## config.mk

```make
export PLATFORM = sky130hd
export DESIGN_NAME = line_sync_gen
export DESIGN_NICKNAME = d
export VERILOG_FILES = /design/src/rtl/readout_sync_pkg.sv /design/src/rtl/lsg_cfg_check.sv /design/src/rtl/line_sync_gen.sv
export SDC_FILE = /design/constraint.sdc
export NUM_CORES = 1
export LEC_CHECK = 0
export CORE_UTILIZATION = 45
export DETAILED_ROUTE_END_ITERATION = 7
export GPL_ROUTABILITY_DRIVEN = 0
export PLACE_DENSITY = 0.73
export REMOVE_ABC_BUFFERS = 1
export SYNTH_ARGS = -nofsm -noshare
export SYNTH_HDL_FRONTEND = slang
export SYNTH_SLANG_ARGS = --single-unit
```

## constraint.sdc

```tcl
create_clock -name clk_20mhz -period 4.53 [get_ports clk_20mhz]
set_clock_uncertainty 0.15 [all_clocks]
set_input_delay 0.6795 -clock clk_20mhz [delete_from_list [all_inputs] [get_ports clk_20mhz]]
set_output_delay 0.6795 -clock clk_20mhz [all_outputs]
set_load 0.01 [all_outputs]
```

## src/rtl/readout_sync_pkg.sv

```systemverilog
// Shared definitions for the readout-domain line-sync generator.
// The state encoding, minimum low-phase length and default counter width are
// kept here so that the configuration check and the generator agree.
package readout_sync_pkg;

  // Default width of the period, width, delay and line counters.
  localparam int LSG_CNT_W = 16;

  // Minimum number of low cycles between pulses. The downstream 2-flop edge
  // detector needs at least this many low cycles to see every falling phase.
  localparam int LSG_MIN_LOW = 2;

  // Frame sequencer states.
  typedef enum logic [2:0] {
    LSG_IDLE    = 3'd0,
    LSG_DELAY   = 3'd1,
    LSG_SYNC_HI = 3'd2,
    LSG_SYNC_LO = 3'd3,
    LSG_DONE    = 3'd4
  } lsg_state_e;

endpackage : readout_sync_pkg

```

## src/rtl/lsg_cfg_check.sv

```systemverilog
// Combinational validity check for a line-sync frame configuration.
// A frame is legal when it has at least one pulse, every pulse is at least one
// cycle wide, and each line leaves LSG_MIN_LOW low cycles after the pulse.
// The same rule is applied by the software-side register checks.
module lsg_cfg_check
  import readout_sync_pkg::*;
#(
  parameter int CNT_W = LSG_CNT_W
) (
  input  logic [CNT_W-1:0] cfg_line_period_i,
  input  logic [CNT_W-1:0] cfg_sync_width_i,
  input  logic [CNT_W-1:0] cfg_line_count_i,
  output logic             ok
);

  // One extra bit keeps width + LSG_MIN_LOW from wrapping for large widths,
  // so a near-maximum width can never sneak past the period test.
  logic [CNT_W:0] min_period;
  logic           width_ok;
  logic           count_ok;
  logic           period_ok;

  assign min_period = {1'b0, cfg_sync_width_i} + (CNT_W+1)'(LSG_MIN_LOW);
  assign width_ok   = (cfg_sync_width_i != {CNT_W{1'b0}});
  assign count_ok   = (cfg_line_count_i != {CNT_W{1'b0}});
  assign period_ok  = ({1'b0, cfg_line_period_i} >= min_period);
  assign ok         = width_ok & count_ok & period_ok;

endmodule : lsg_cfg_check

```

## src/rtl/line_sync_gen.sv

```systemverilog
// Per-frame line-sync pulse generator for the 20 MHz readout domain.
// On an accepted frame trigger it waits cfg_first_delay cycles, then emits
// cfg_line_count pulses, each cfg_sync_width cycles high, with rising edges
// cfg_line_period cycles apart. The configuration is captured into shadow
// registers at accept, so the frame runs on a stable snapshot.
// gen_sync_start feeds an edge detector directly, so it comes straight from
// a flop and is forced low on abort, disable or reset.
module line_sync_gen
  import readout_sync_pkg::*;
#(
  parameter int CNT_W = LSG_CNT_W
) (
  input  logic             clk_20mhz,
  input  logic             rst_n_20mhz,
  input  logic             enable_i,
  input  logic             frame_start_i,
  input  logic             abort_i,
  input  logic [CNT_W-1:0] cfg_line_period_i,
  input  logic [CNT_W-1:0] cfg_sync_width_i,
  input  logic [CNT_W-1:0] cfg_line_count_i,
  input  logic [CNT_W-1:0] cfg_first_delay_i,
  output logic             gen_sync_start,
  output logic [CNT_W-1:0] line_idx_o,
  output logic             frame_busy_o,
  output logic             frame_done_o,
  output logic             aborted_o,
  output logic             cfg_err_o
);

  localparam logic [CNT_W-1:0] CNT_ZERO = {CNT_W{1'b0}};
  localparam logic [CNT_W-1:0] CNT_ONE  = CNT_W'(1);

  // Sequencer state and phase counter.
  lsg_state_e       state_q;
  logic [CNT_W-1:0] phase_cnt_q;

  // Configuration snapshot taken at accept.
  logic [CNT_W-1:0] period_q;
  logic [CNT_W-1:0] width_q;
  logic [CNT_W-1:0] count_q;
  logic [CNT_W-1:0] delay_q;

  // Registered outputs.
  logic [CNT_W-1:0] line_idx_q;
  logic             sync_q;
  logic             busy_q;
  logic             done_q;
  logic             aborted_q;
  logic             cfg_err_q;

  // Decoded conditions for the current cycle.
  logic             cfg_ok;
  logic             accept;
  logic             stop_req;
  logic             delay_last;
  logic             hi_last;
  logic             lo_last;
  logic             more_lines;
  logic [CNT_W-1:0] phase_cnt_inc;
  logic [CNT_W-1:0] low_len;

  lsg_cfg_check #(
    .CNT_W (CNT_W)
  ) u_cfg_check (
    .cfg_line_period_i (cfg_line_period_i),
    .cfg_sync_width_i  (cfg_sync_width_i),
    .cfg_line_count_i  (cfg_line_count_i),
    .ok                (cfg_ok)
  );

  // A trigger is only looked at while idle and enabled.
  assign accept   = (state_q == LSG_IDLE) & enable_i & frame_start_i;
  // Abort or disable ends any running frame, including the DONE cycle.
  assign stop_req = (state_q != LSG_IDLE) & (abort_i | ~enable_i);

  // Each phase counts 0..N-1; the shadows are validated so N >= 1 in every
  // phase that is entered and the subtractions below never underflow.
  assign low_len       = period_q - width_q;
  assign delay_last    = (phase_cnt_q == (delay_q - CNT_ONE));
  assign hi_last       = (phase_cnt_q == (width_q - CNT_ONE));
  assign lo_last       = (phase_cnt_q == (low_len - CNT_ONE));
  assign more_lines    = (line_idx_q < (count_q - CNT_ONE));
  assign phase_cnt_inc = phase_cnt_q + CNT_ONE;

  // Frame sequencer: state, phase counter, shadows and all registered outputs.
  always_ff @(posedge clk_20mhz or negedge rst_n_20mhz) begin
    if (!rst_n_20mhz) begin
      state_q     <= LSG_IDLE;
      phase_cnt_q <= CNT_ZERO;
      period_q    <= CNT_ZERO;
      width_q     <= CNT_ZERO;
      count_q     <= CNT_ZERO;
      delay_q     <= CNT_ZERO;
      line_idx_q  <= CNT_ZERO;
      sync_q      <= 1'b0;
      busy_q      <= 1'b0;
      done_q      <= 1'b0;
      aborted_q   <= 1'b0;
      cfg_err_q   <= 1'b0;
    end else begin
      // Status strobes are single-cycle unless re-asserted below.
      done_q    <= 1'b0;
      aborted_q <= 1'b0;
      cfg_err_q <= 1'b0;

      if (stop_req) begin
        // Terminate the frame; line_idx keeps the line that was running.
        state_q     <= LSG_IDLE;
        phase_cnt_q <= CNT_ZERO;
        sync_q      <= 1'b0;
        busy_q      <= 1'b0;
        aborted_q   <= 1'b1;
      end else begin
        case (state_q)
          LSG_IDLE: begin
            if (accept) begin
              if (cfg_ok) begin
                period_q    <= cfg_line_period_i;
                width_q     <= cfg_sync_width_i;
                count_q     <= cfg_line_count_i;
                delay_q     <= cfg_first_delay_i;
                line_idx_q  <= CNT_ZERO;
                phase_cnt_q <= CNT_ZERO;
                busy_q      <= 1'b1;
                if (cfg_first_delay_i != CNT_ZERO) begin
                  state_q <= LSG_DELAY;
                  sync_q  <= 1'b0;
                end else begin
                  state_q <= LSG_SYNC_HI;
                  sync_q  <= 1'b1;
                end
              end else begin
                // Rejected trigger: flag it and leave everything else alone.
                cfg_err_q <= 1'b1;
              end
            end else begin
              phase_cnt_q <= CNT_ZERO;
            end
          end

          LSG_DELAY: begin
            if (delay_last) begin
              state_q     <= LSG_SYNC_HI;
              phase_cnt_q <= CNT_ZERO;
              sync_q      <= 1'b1;
            end else begin
              phase_cnt_q <= phase_cnt_inc;
            end
          end

          LSG_SYNC_HI: begin
            if (hi_last) begin
              state_q     <= LSG_SYNC_LO;
              phase_cnt_q <= CNT_ZERO;
              sync_q      <= 1'b0;
            end else begin
              phase_cnt_q <= phase_cnt_inc;
            end
          end

          LSG_SYNC_LO: begin
            if (lo_last) begin
              phase_cnt_q <= CNT_ZERO;
              if (more_lines) begin
                // Next line: index advances together with the rising edge.
                state_q    <= LSG_SYNC_HI;
                line_idx_q <= line_idx_q + CNT_ONE;
                sync_q     <= 1'b1;
              end else begin
                state_q <= LSG_DONE;
                busy_q  <= 1'b0;
                done_q  <= 1'b1;
              end
            end else begin
              phase_cnt_q <= phase_cnt_inc;
            end
          end

          LSG_DONE: begin
            state_q     <= LSG_IDLE;
            phase_cnt_q <= CNT_ZERO;
          end

          default: begin
            // Unreachable encodings recover to a quiet idle.
            state_q     <= LSG_IDLE;
            phase_cnt_q <= CNT_ZERO;
            sync_q      <= 1'b0;
            busy_q      <= 1'b0;
          end
        endcase
      end
    end
  end

  assign gen_sync_start = sync_q;
  assign line_idx_o     = line_idx_q;
  assign frame_busy_o   = busy_q;
  assign frame_done_o   = done_q;
  assign aborted_o      = aborted_q;
  assign cfg_err_o      = cfg_err_q;

endmodule : line_sync_gen
```

==> metrics.yaml, run 1 <==
detailed_routing:
  dr.pass1.iters: 5
  antenna_left: 0
  wire_per_inst_um: 16.4
  drcViolationCount: 0
  drt-initial-drc-count: 560
  avgViaCountPerCell: 5.79
  wirelength_um: 20000
  num_vias: 7057
clock_network:
  path_clk_slew_ns: 0.07
  cts.sinks: 104
  cts_hold_buf: 0
  h-tree-depth: 3
  cts_buffers: 9
  clock_latency_ns: 0.35
  ctsRootBufferMaster: "clkbuf_16"
  cts_max_path_buffers: 2
  cts_tree: "done"
finish:
  fin_area_sq_um: 9730
  syn_to_final_growth_pct: 18.2
  layout_commonest_cell: "dfrtp_1"
  final_nets: 1107
  drive_above_1_share_pct: 13.5
  final_cell_mix: "dfrtp_1, clkdlybuf4s50_1, nand2_1"
  insertedDiodeCount: 0
timing:
  setup_tns_ns: 0
  worstMarginPinSlew_ns: 0.943
  finalMaxSlewViolations: 0
  rsz0062_at_grt: "no"
  finalHoldViolCount: 0
  max_slew_margin_pct: 37.1
  fin_crit_ns: 4.16
  finalCritPeriodShare_pct: 91.8
  fmax_mhz: 241
  setup_viol: 0
  hold_ws_ns: 0.313
global_route:
  gr-total-overflow: 0
  busiest_layer: "met2"
  grt_pass1_vias: 6708
  grt_first_pass_wirelength_um: 33400
  grt_use_met1_pct: 32.1
  track_usage_pct: 22.5
  met2_usage_pct: 35.5
  met3_usage_pct: 2.24
  antenna_found_initial: 0
  grt_max_degree: 74
yosys:
  synth_area_sq_um: 8230
  synthFlopType: "dfrtp_1"
  ys_seq_area_share_pct: 31.6
  ys_ff_latch: 104
  ys_warn_count: 0
  synthArstFlopShare_pct: 100
  syn_avg_cell_area_sq_um: 9.10
  ys_top_cells_by_area: "dfrtp_1, mux2_2, ha_1"
  synth_cell_types: 76
  synth-edff-count: 0
  synth_cells: 905
  synth.top_cell.area_share_pct: 31.6
  yosysTopAreaCell: "dfrtp_1"
critical_path:
  endpoint_kind: "flip-flop"
  reg2reg_to: "line_idx_o[0]$_DFFE_PN0P_"
  crit_required_ns: 4.62
  crit_chain: "clkdlybuf4s50_1 -> and4_1 -> and3_1 -> nand2_1 -> nor2_1 -> xnor2_1 -> ha_1 -> nand3_1 -> a2111oi_0 -> o31ai_1 -> a31oi_1 -> a22oi_1 -> buf_4 -> or2_1 -> mux2_2"
  crit_type: "primary input to flip-flop"
  cp_top_family: "simple AND/OR/NAND/NOR gates"
  critPathMaxStageDelay_ns: 0.48
  cp.buffers_inverters: 2
  reg2reg_depth: 16
  slowest_stage: "clkdlybuf4s50_1"
  critPathLaunchType: "primary input"
  arrival_ns: 4.25
  reg2reg_from: "count_q[4]$_DFFE_PN0P_"
  rrSetupSlack_ns: 0.38
  crit_fanout: 12
power_and_ir_drop:
  total_power_mw: 5.54
  powerDensity_nw_per_um2: 570
  vdd_drop_max_v: 0.000243
  p_leak_nw: 4.05
floorplan:
  core_area_sq_um: 18000
  rows: 49
  start_util_pct: 45.8
  die_w_um: 137
  fp.dieH_um: 137
  io-pin-count: 90
  dieArea_sq_um: 18800
run_status:
  outcome: "completed"
placed_design:
  placed_area_sq_um: 9420
  port_buffers: 89
  hpwl_um: 15400
min_path:
  min_path_type: "primary input to asynchronous set/reset pin"
job:
  maxCapViolations: 0
==> final cells by class <==
cell class,instances,area (sq um)
Fill cell,1606,8230
Inverter,33,124
Multi-Input combinational cell,725,5360
Sequential cell,104,2600
Clock buffer,9,225
Clock inverter,6,61.3
Tap cell,229,287
Timing Repair Buffer,112,1070
==> registers in the layout, indices dropped and copies added (netlist names), 3 cells and up <==
name         count
state_q          3
line_idx_o      16
phase_cnt_q     16
period_q        16
width_q         16
delay_q         16
count_q         16
==> layer usage <==
layer	wire length, um	vias to the layer above
met2	9090	159
met4	430	0
li1	-	3508
met3	754	33
met1	9740	3357
met5	0	-
==> worst reg2reg max path, stage by stage, from the launching register on <==
cell and delay, ns:
dfrtp_1 0.42, or4_4 0.59, nor4_4 0.18, nand3_1 0.15, or2_2 0.33, nor4_2 0.18, xnor2_1 0.16, ha_1 0.26
a21o_1 0.16, a21o_1 0.17, a21oi_1 0.17, nand2_1 0.07, o21ai_1 0.17, a22oi_1 0.11, buf_4 0.22, or2_1 0.28
mux2_2 0.29
==> cells in the mapped netlist (4+ instances only) <==
| cell type | n |
|---|---|
| or3_1 | 12 |
| mux2i_1 | 12 |
| nor4_1 | 29 |
| nand2b_1 | 7 |
| xnor2_1 | 54 |
| mux2_2 | 62 |
| a31oi_1 | 7 |
| nand2_1 | 85 |
| a211o_1 | 4 |
| buf_1 | 6 |
| or4_1 | 8 |
| dfrtp_1 | 104 |
| nand3b_1 | 5 |
| nand4_1 | 15 |
| and4_1 | 5 |
| nor2_1 | 61 |
| and2_1 | 12 |
| ha_1 | 52 |
| o31ai_1 | 11 |
| a21oi_1 | 22 |
| nor2b_1 | 9 |
| a21o_1 | 18 |
| buf_2 | 9 |
| a211oi_1 | 7 |
| o31a_1 | 4 |
| o211ai_1 | 19 |
| clkbuf_1 | 28 |
| xor2_1 | 27 |
| nand3_1 | 27 |
| o21ai_1 | 6 |
| o21ai_0 | 22 |
| and3_1 | 15 |
| o221ai_1 | 7 |
| nor3b_1 | 5 |
| o21a_1 | 7 |
| or2_2 | 9 |
| nor3_1 | 21 |
| inv_1 | 33 |
==> report_power, final <==
part | switching [mW] | internal (mW)
Sequential | 0.437 | 1.24
Clock | 0.351 | 0.424
Combinational | 1.63 | 1.46
Total | 2.42 | 3.13
==> kinds of logic (layout without fill, tap and decap cells) <==
logic type / after synthesis / after routing / synth area share, %
fa+ha+maj: 53 / 53 / 8.15
simple gates: 337 / 337 / 21.5
xor+xnor: 81 / 81 / 8.62
mux: 74 / 74 / 9.94
compound gates: 180 / 180 / 16.6
flops: 104 / 104 / 31.6
buf+inv: 76 / 160 / 3.60
==> per-stage QoR <==
| stage | setup WS, ns | std cells | util (%) |
|---|---|---|---|
| floorplan | -0.404 | 862 | - |
| global placement | 0.135 | 1203 | 52.5 |
| detailed placement | 0.0000555 | 1203 | 52.5 |
| CTS | 0.0819 | 1218 | 54.1 |
| global route | 0.0139 | 1218 | 54.2 |
| finish | 0.373 | 1218 | 54.2 |
==> timing repair <==
action	in CTS	in global routing
hold endpoints to repair	0	0
resized for setup	0	5
endpoints found under the setup margin	0	19
buffers inserted	0	0
==> worst max-delay path by stage <==
stage                                      start                         end  cells after the start
after floorplan              cfg_sync_width_i[6]  line_idx_o[10]$_DFFE_PN0P_                     14
after global placement       cfg_sync_width_i[6]   line_idx_o[0]$_DFFE_PN0P_                     15
after detailed placement     cfg_sync_width_i[6]   line_idx_o[0]$_DFFE_PN0P_                     15
after CTS                 count_q[4]$_DFFE_PN0P_   line_idx_o[0]$_DFFE_PN0P_                     16
after global routing         cfg_sync_width_i[1]  gen_sync_start$_DFFE_PN0P_                     15
final                        cfg_sync_width_i[6]   line_idx_o[0]$_DFFE_PN0P_                     15
No activity file was read; power rests on OpenSTA's default activity.
==> run 2, diff against run 1 <==
--- a/config.mk
+++ b/config.mk
@@ -5,6 +5,7 @@
 export SDC_FILE = /design/constraint.sdc
 export NUM_CORES = 1
 export LEC_CHECK = 0
+export CORE_MARGIN = 1.5
 export CORE_UTILIZATION = 45
 export DETAILED_ROUTE_END_ITERATION = 7
 export GPL_ROUTABILITY_DRIVEN = 0
==> run 2 against run 1 <==
- cell count increased by 0.25%
- setup slack worse by 0.072 ns
- count of clock-buffer cells in the layout did not move
- hold slack worse by 0.046 ns
- sequential power about the same
- largest cell class unchanged
==> metrics.yaml, run 2 (synthesis results as in run 1) <==
clock_network:
  h-tree-depth: 3
  ctsRootBufferMaster: "clkbuf_16"
  cts_max_path_buffers: 2
  cts_buffers: 9
  cts.sinks: 104
  path_clk_slew_ns: 0.07
  clock_latency_ns: 0.36
  cts_tree: "done"
  postCtsSetupRepairBufs: 0
critical_path:
  rrSetupSlack_ns: 0.30
  path_depth: 16
  crit_required_ns: 4.64
  endpoint: "line_idx_o[0]$_DFFE_PN0P_"
  endpoint_kind: "flip-flop"
  cp-startpoint: "count_q[4]$_DFFE_PN0P_"
  arrival_ns: 4.34
  slowest_stage: "or4_1"
  critPathMaxStageDelay_ns: 0.58
  crit_fanout: 17
  crit_type: "flip-flop to flip-flop"
  reg2reg_depth: 16
  critPathLaunchType: "flip-flop"
  crit_chain: "or4_1 -> nor4_2 -> nand3_1 -> or2_2 -> nor4_2 -> xnor2_1 -> ha_1 -> a21o_1 -> a21o_1 -> a21oi_1 -> nand2_1 -> o21ai_1 -> a22oi_1 -> buf_12 -> or2_1 -> mux2_2"
  cp_top_family: "simple AND/OR/NAND/NOR gates"
  reg2reg_from: "count_q[4]$_DFFE_PN0P_"
  reg2reg_to: "line_idx_o[0]$_DFFE_PN0P_"
  cp.buffers_inverters: 1
finish:
  fill_cells: 1627
  final_nets: 1109
  drive_above_1_share_pct: 13.8
  insertedDiodeCount: 0
  syn_to_final_growth_pct: 18.7
  final_cell_mix: "dfrtp_1, clkdlybuf4s50_1, nand2_1"
  layout_commonest_cell: "dfrtp_1"
timing:
  finalHoldViolCount: 0
  setup_viol: 0
  hold_ws_ns: 0.267
  max_slew_margin_pct: 34.7
  finalCritPeriodShare_pct: 93.4
  finalMaxSlewViolations: 0
  setup_tns_ns: 0
  setup_ws_ns: 0.301
  fin_crit_ns: 4.23
  worstMarginPinSlew_ns: 0.979
  fmax_mhz: 236
detailed_routing:
  antenna_left: 0
  num_vias: 7111
  avgViaCountPerCell: 5.82
  dr.pass1.iters: 5
  wire_per_inst_um: 16.6
  wirelength_um: 20300
  drcViolationCount: 0
  drt-initial-drc-count: 468
floorplan:
  die_w_um: 138
  io-pin-count: 90
  core_area_sq_um: 18000
  dieArea_sq_um: 19100
  start_util_pct: 45.8
  fp.dieH_um: 138
  rows: 49
min_path:
  min_path_type: "primary input to asynchronous set/reset pin"
placed_design:
  port_buffers: 89
  place_ws_ns: 0.129
  hpwl_um: 15600
power_and_ir_drop:
  p_leak_nw: 4.07
  p_switching_mw: 2.44
  comb_power_share_pct: 56.0
  vdd_drop_max_v: 0.000355
  p_int_mw: 3.10
  total_power_mw: 5.54
  netSwitchingFraction_pct: 44.1
  powerDensity_nw_per_um2: 567
  seqPwrFrac_pct: 30.1
  clock_power_share_pct: 13.9
global_route:
  grt_max_degree: 75
  grt_pass1_vias: 6644
  track_usage_pct: 21.7
  gr-total-overflow: 0
  grt_first_pass_wirelength_um: 33800
  antenna_found_initial: 0
job:
  maxCapViolations: 0
run_status:
  outcome: "completed"
[run 2: cell count changes in the layout (fill, tap and decap cells not counted), sizes merged]
cell / previous run / this run
buf: 24 / 26
inv: 33 / 37
clkinv: 4 / 2
bufinv: 1 / 0
[run 2: power groups by stage]
stage          combinational (mW)  clock (mW)  sequential [mW]
3_5_place_dp                 3.08           0             1.67
2_1_floorplan                2.39           0             1.55
6_report                     3.10       0.769             1.67
5_1_grt                      3.45       0.831             1.72
4_1_cts                      3.10       0.787             1.65
3_3_place_gp                 3.02           0             1.65
[run 2: area by class of cell]
| type | instances | area [sq um] | share of cell area (%) |
|---|---|---|---|
| Sequential cell | 104 | 2600 | 26.6 |
| Multi-Input combinational cell | 725 | 5360 | 54.8 |
| Inverter | 33 | 124 | 1.27 |
| Clock inverter | 7 | 62.6 | 0.640 |
| Clock buffer | 9 | 225 | 2.31 |
| Tap cell | 229 | 287 | 2.93 |
| Timing Repair Buffer | 114 | 1110 | 11.4 |
[run 2: worst min path at each step]
stage                                 start                  endpoint  slack [ns]  cells past startpoint
floorplan                       rst_n_20mhz       aborted_o$_DFF_PN0_        0.23                      0
global placement    period_q[0]$_DFFE_PN0P_   period_q[0]$_DFFE_PN0P_        0.33                      2
detailed placement  period_q[0]$_DFFE_PN0P_   period_q[0]$_DFFE_PN0P_        0.34                      2
CTS                             rst_n_20mhz  frame_busy_o$_DFFE_PN0P_        0.35                      1
global route                    rst_n_20mhz    delay_q[1]$_DFFE_PN0P_        0.37                      1
finish                          rst_n_20mhz    delay_q[1]$_DFFE_PN0P_        0.27                      1
[run 2: per-stage QoR]
step           cell area [sq um]  instances  utilization (%)
2_1_floorplan               8060        862                -
3_3_place_gp                9460       1205             52.7
3_5_place_dp                9460       1205             52.7
4_1_cts                     9750       1221             54.3
5_1_grt                     9770       1221             54.4
6_report                    9770       1221             54.4
[run 2: metal layers]
metal	track usage [%]	vias to the layer above	share of wire, %
li1	-	3516	-
met1	30.1	3408	48
met2	35.3	170	47
met3	4.33	17	4.2
met4	4.38	0	0.87
met5	0	-	0
[run 2: repair_timing]
| item | CTS | global route |
|---|---|---|
| hold buffers | 0 | 0 |
| resized for setup | 0 | 4 |
| setup endpoints to repair | 0 | 18 |
==> run 3, diff against run 2 <==
--- a/config.mk
+++ b/config.mk
@@ -5,11 +5,10 @@
 export SDC_FILE = /design/constraint.sdc
 export NUM_CORES = 1
 export LEC_CHECK = 0
-export CORE_MARGIN = 1.5
 export CORE_UTILIZATION = 45
 export DETAILED_ROUTE_END_ITERATION = 7
 export GPL_ROUTABILITY_DRIVEN = 0
-export PLACE_DENSITY = 0.73
+export PLACE_DENSITY_LB_ADDON = 0.12
 export REMOVE_ABC_BUFFERS = 1
 export SYNTH_ARGS = -nofsm -noshare
 export SYNTH_HDL_FRONTEND = slang
==> run 3 against run 2 <==
- first-iteration DRC count fell by 32%
- cell count is 0.49% higher
- setup slack better by 0.096 ns
- critical path type unchanged
- critical endpoint unchanged
- wire length is 1.9% higher
- design area grew 0.33%
- count of clock-buffer cells in the layout up 1
==> metrics.yaml, run 3 (synthesis results as in run 1) <==
run_status:
  outcome: "completed"
finish:
  stdcell_count: 1227
  drive_above_1_share_pct: 14.3
  final_nets: 1115
  final_cell_mix: "dfrtp_1, clkdlybuf4s50_1, nand2_1"
  fin_area_sq_um: 9800
  syn_to_final_growth_pct: 19.1
  insertedDiodeCount: 0
  regArea_sq_um: 2600
  fin_util_pct: 54.6
  layout_commonest_cell: "dfrtp_1"
  fill_cells: 1664
  multi_input_area_sq_um: 5370
power_and_ir_drop:
  vdd_drop_max_v: 0.000335
  p_leak_nw: 4.10
  powerDensity_nw_per_um2: 568
floorplan:
  core_area_sq_um: 18000
  dieArea_sq_um: 18800
  io-pin-count: 90
  fp.dieH_um: 137
  die_w_um: 137
  start_util_pct: 45.8
  rows: 49
critical_path:
  critPathMaxStageDelay_ns: 0.56
  crit_chain: "or4_4 -> nor4_4 -> nand3_1 -> or2_2 -> nor4_2 -> xnor2_1 -> ha_1 -> a21o_1 -> a21o_1 -> a21oi_1 -> nand2_1 -> o21ai_1 -> a22oi_1 -> buf_4 -> or2_1 -> mux2_2"
  slowest_stage: "or4_4"
  crit_fanout: 8
  critPathLaunchType: "flip-flop"
  arrival_ns: 4.24
  crit_top_cell: "a21o_1"
  endpoint_kind: "flip-flop"
  crit_required_ns: 4.64
  crit_type: "flip-flop to flip-flop"
clock_network:
  cts_max_path_buffers: 2
  cts_hold_buf: 0
  path_clk_slew_ns: 0.08
  cts.sinks: 104
  ctsRootBufferMaster: "clkbuf_16"
  clock_latency_ns: 0.36
  cts_tree: "done"
  cts_buffers: 9
  h-tree-depth: 3
placed_design:
  port_buffers: 89
  dp_cells: 1211
  placed_area_sq_um: 9490
  hpwl_um: 16000
detailed_routing:
  dr.pass1.iters: 5
  drt-initial-drc-count: 316
  drcViolationCount: 0
  num_vias: 6989
  avgViaCountPerCell: 5.70
  wire_per_inst_um: 16.8
  wirelength_um: 20600
  antenna_left: 0
global_route:
  grt_first_pass_wirelength_um: 33300
  grt_max_degree: 60
  gr-total-overflow: 0
  antenna_found_initial: 0
  track_usage_pct: 22.8
  grt_pass1_vias: 6570
timing:
  fmax_mhz: 242
  setup_viol: 0
  rsz0062_at_grt: "no"
  finalHoldViolCount: 0
  max_slew_margin_pct: 56.2
  finalCritPeriodShare_pct: 91.2
  hold_ws_ns: 0.154
  finalMaxSlewViolations: 0
  worstMarginPinSlew_ns: 0.656
  fin_crit_ns: 4.13
min_path:
  min_path_type: "primary input to asynchronous set/reset pin"
job:
  maxCapViolations: 0
==> run 3: critical path: cells and delay by family, from the launching register on <==
family                   cells  cell delay, ns
buffers and inverters        1            0.19
adder cells (fa/ha/maj)      1            0.26
XOR/XNOR                     1            0.16
AO/OA/AOI/OAI                5            0.88
AND/OR/NAND/NOR              7            1.71
flip-flops                   1            0.41
multiplexers                 1            0.28
==> run 3: power breakdown <==
part	switching, mW	leakage [nW]	internal [mW]
clock	0.383	0.135	0.382
sequential	0.435	1.32	1.24
combinational	1.64	2.64	1.49
total	2.46	4.10	3.11
==> run 3: per-layer routing <==
| layer | up-vias | global-route usage [%] | routed length, um |
|---|---|---|---|
| met5 | - | 0 | 0 |
| met2 | 124 | 36.6 | 9330 |
| met4 | 0 | 5.43 | 273 |
| met3 | 19 | 4.27 | 761 |
| li1 | 3528 | - | - |
| met1 | 3318 | 31.6 | 10300 |
==> run 3: worst paths after layout <==
path / slack, ns / start / to / cells after the start
setup / recovery: 0.40 / count_q[5]$_DFFE_PN0P_ / line_idx_o[0]$_DFFE_PN0P_ / 16
hold / removal: 0.15 / rst_n_20mhz / delay_q[1]$_DFFE_PN0P_ / 1
setup reg to reg: 0.40 / count_q[5]$_DFFE_PN0P_ / line_idx_o[0]$_DFFE_PN0P_ / 16
hold reg to reg: 0.36 / period_q[0]$_DFFE_PN0P_ / period_q[0]$_DFFE_PN0P_ / 2
max in group asynchronous: 3.17 / rst_n_20mhz / count_q[3]$_DFFE_PN0P_ / 2
min in group clk_20mhz: 0.36 / period_q[0]$_DFFE_PN0P_ / period_q[0]$_DFFE_PN0P_ / 2
==> run 3: through the flow <==
step	setup WS (ns)	TNS, ns	total power, mW
after CTS	0.0665	0	5.57
after global placement	0.135	0	4.74
after global routing	0.0346	0	6.03
after floorplan	-0.404	-13.12	3.94
final	0.397	0	5.57
after detailed placement	0.0711	0	4.78
==> run 3: repair_timing <==
action                                  in CTS  in global routing
endpoints found under the hold margin        0                  0
endpoints found under the setup margin       0                 19
gates resized for setup                      0                  6
buffers inserted                             0                  0
==> run 3: final cells by class <==
class | instances | share of cell area (%)
clock buffers | 10 | 2.34
clock inverters | 6 | 0.549
inverters | 33 | 1.26
multi-input cells | 725 | 54.8
flip-flops and latches | 104 | 26.6
well taps | 229 | 2.92
repair buffers | 120 | 11.6
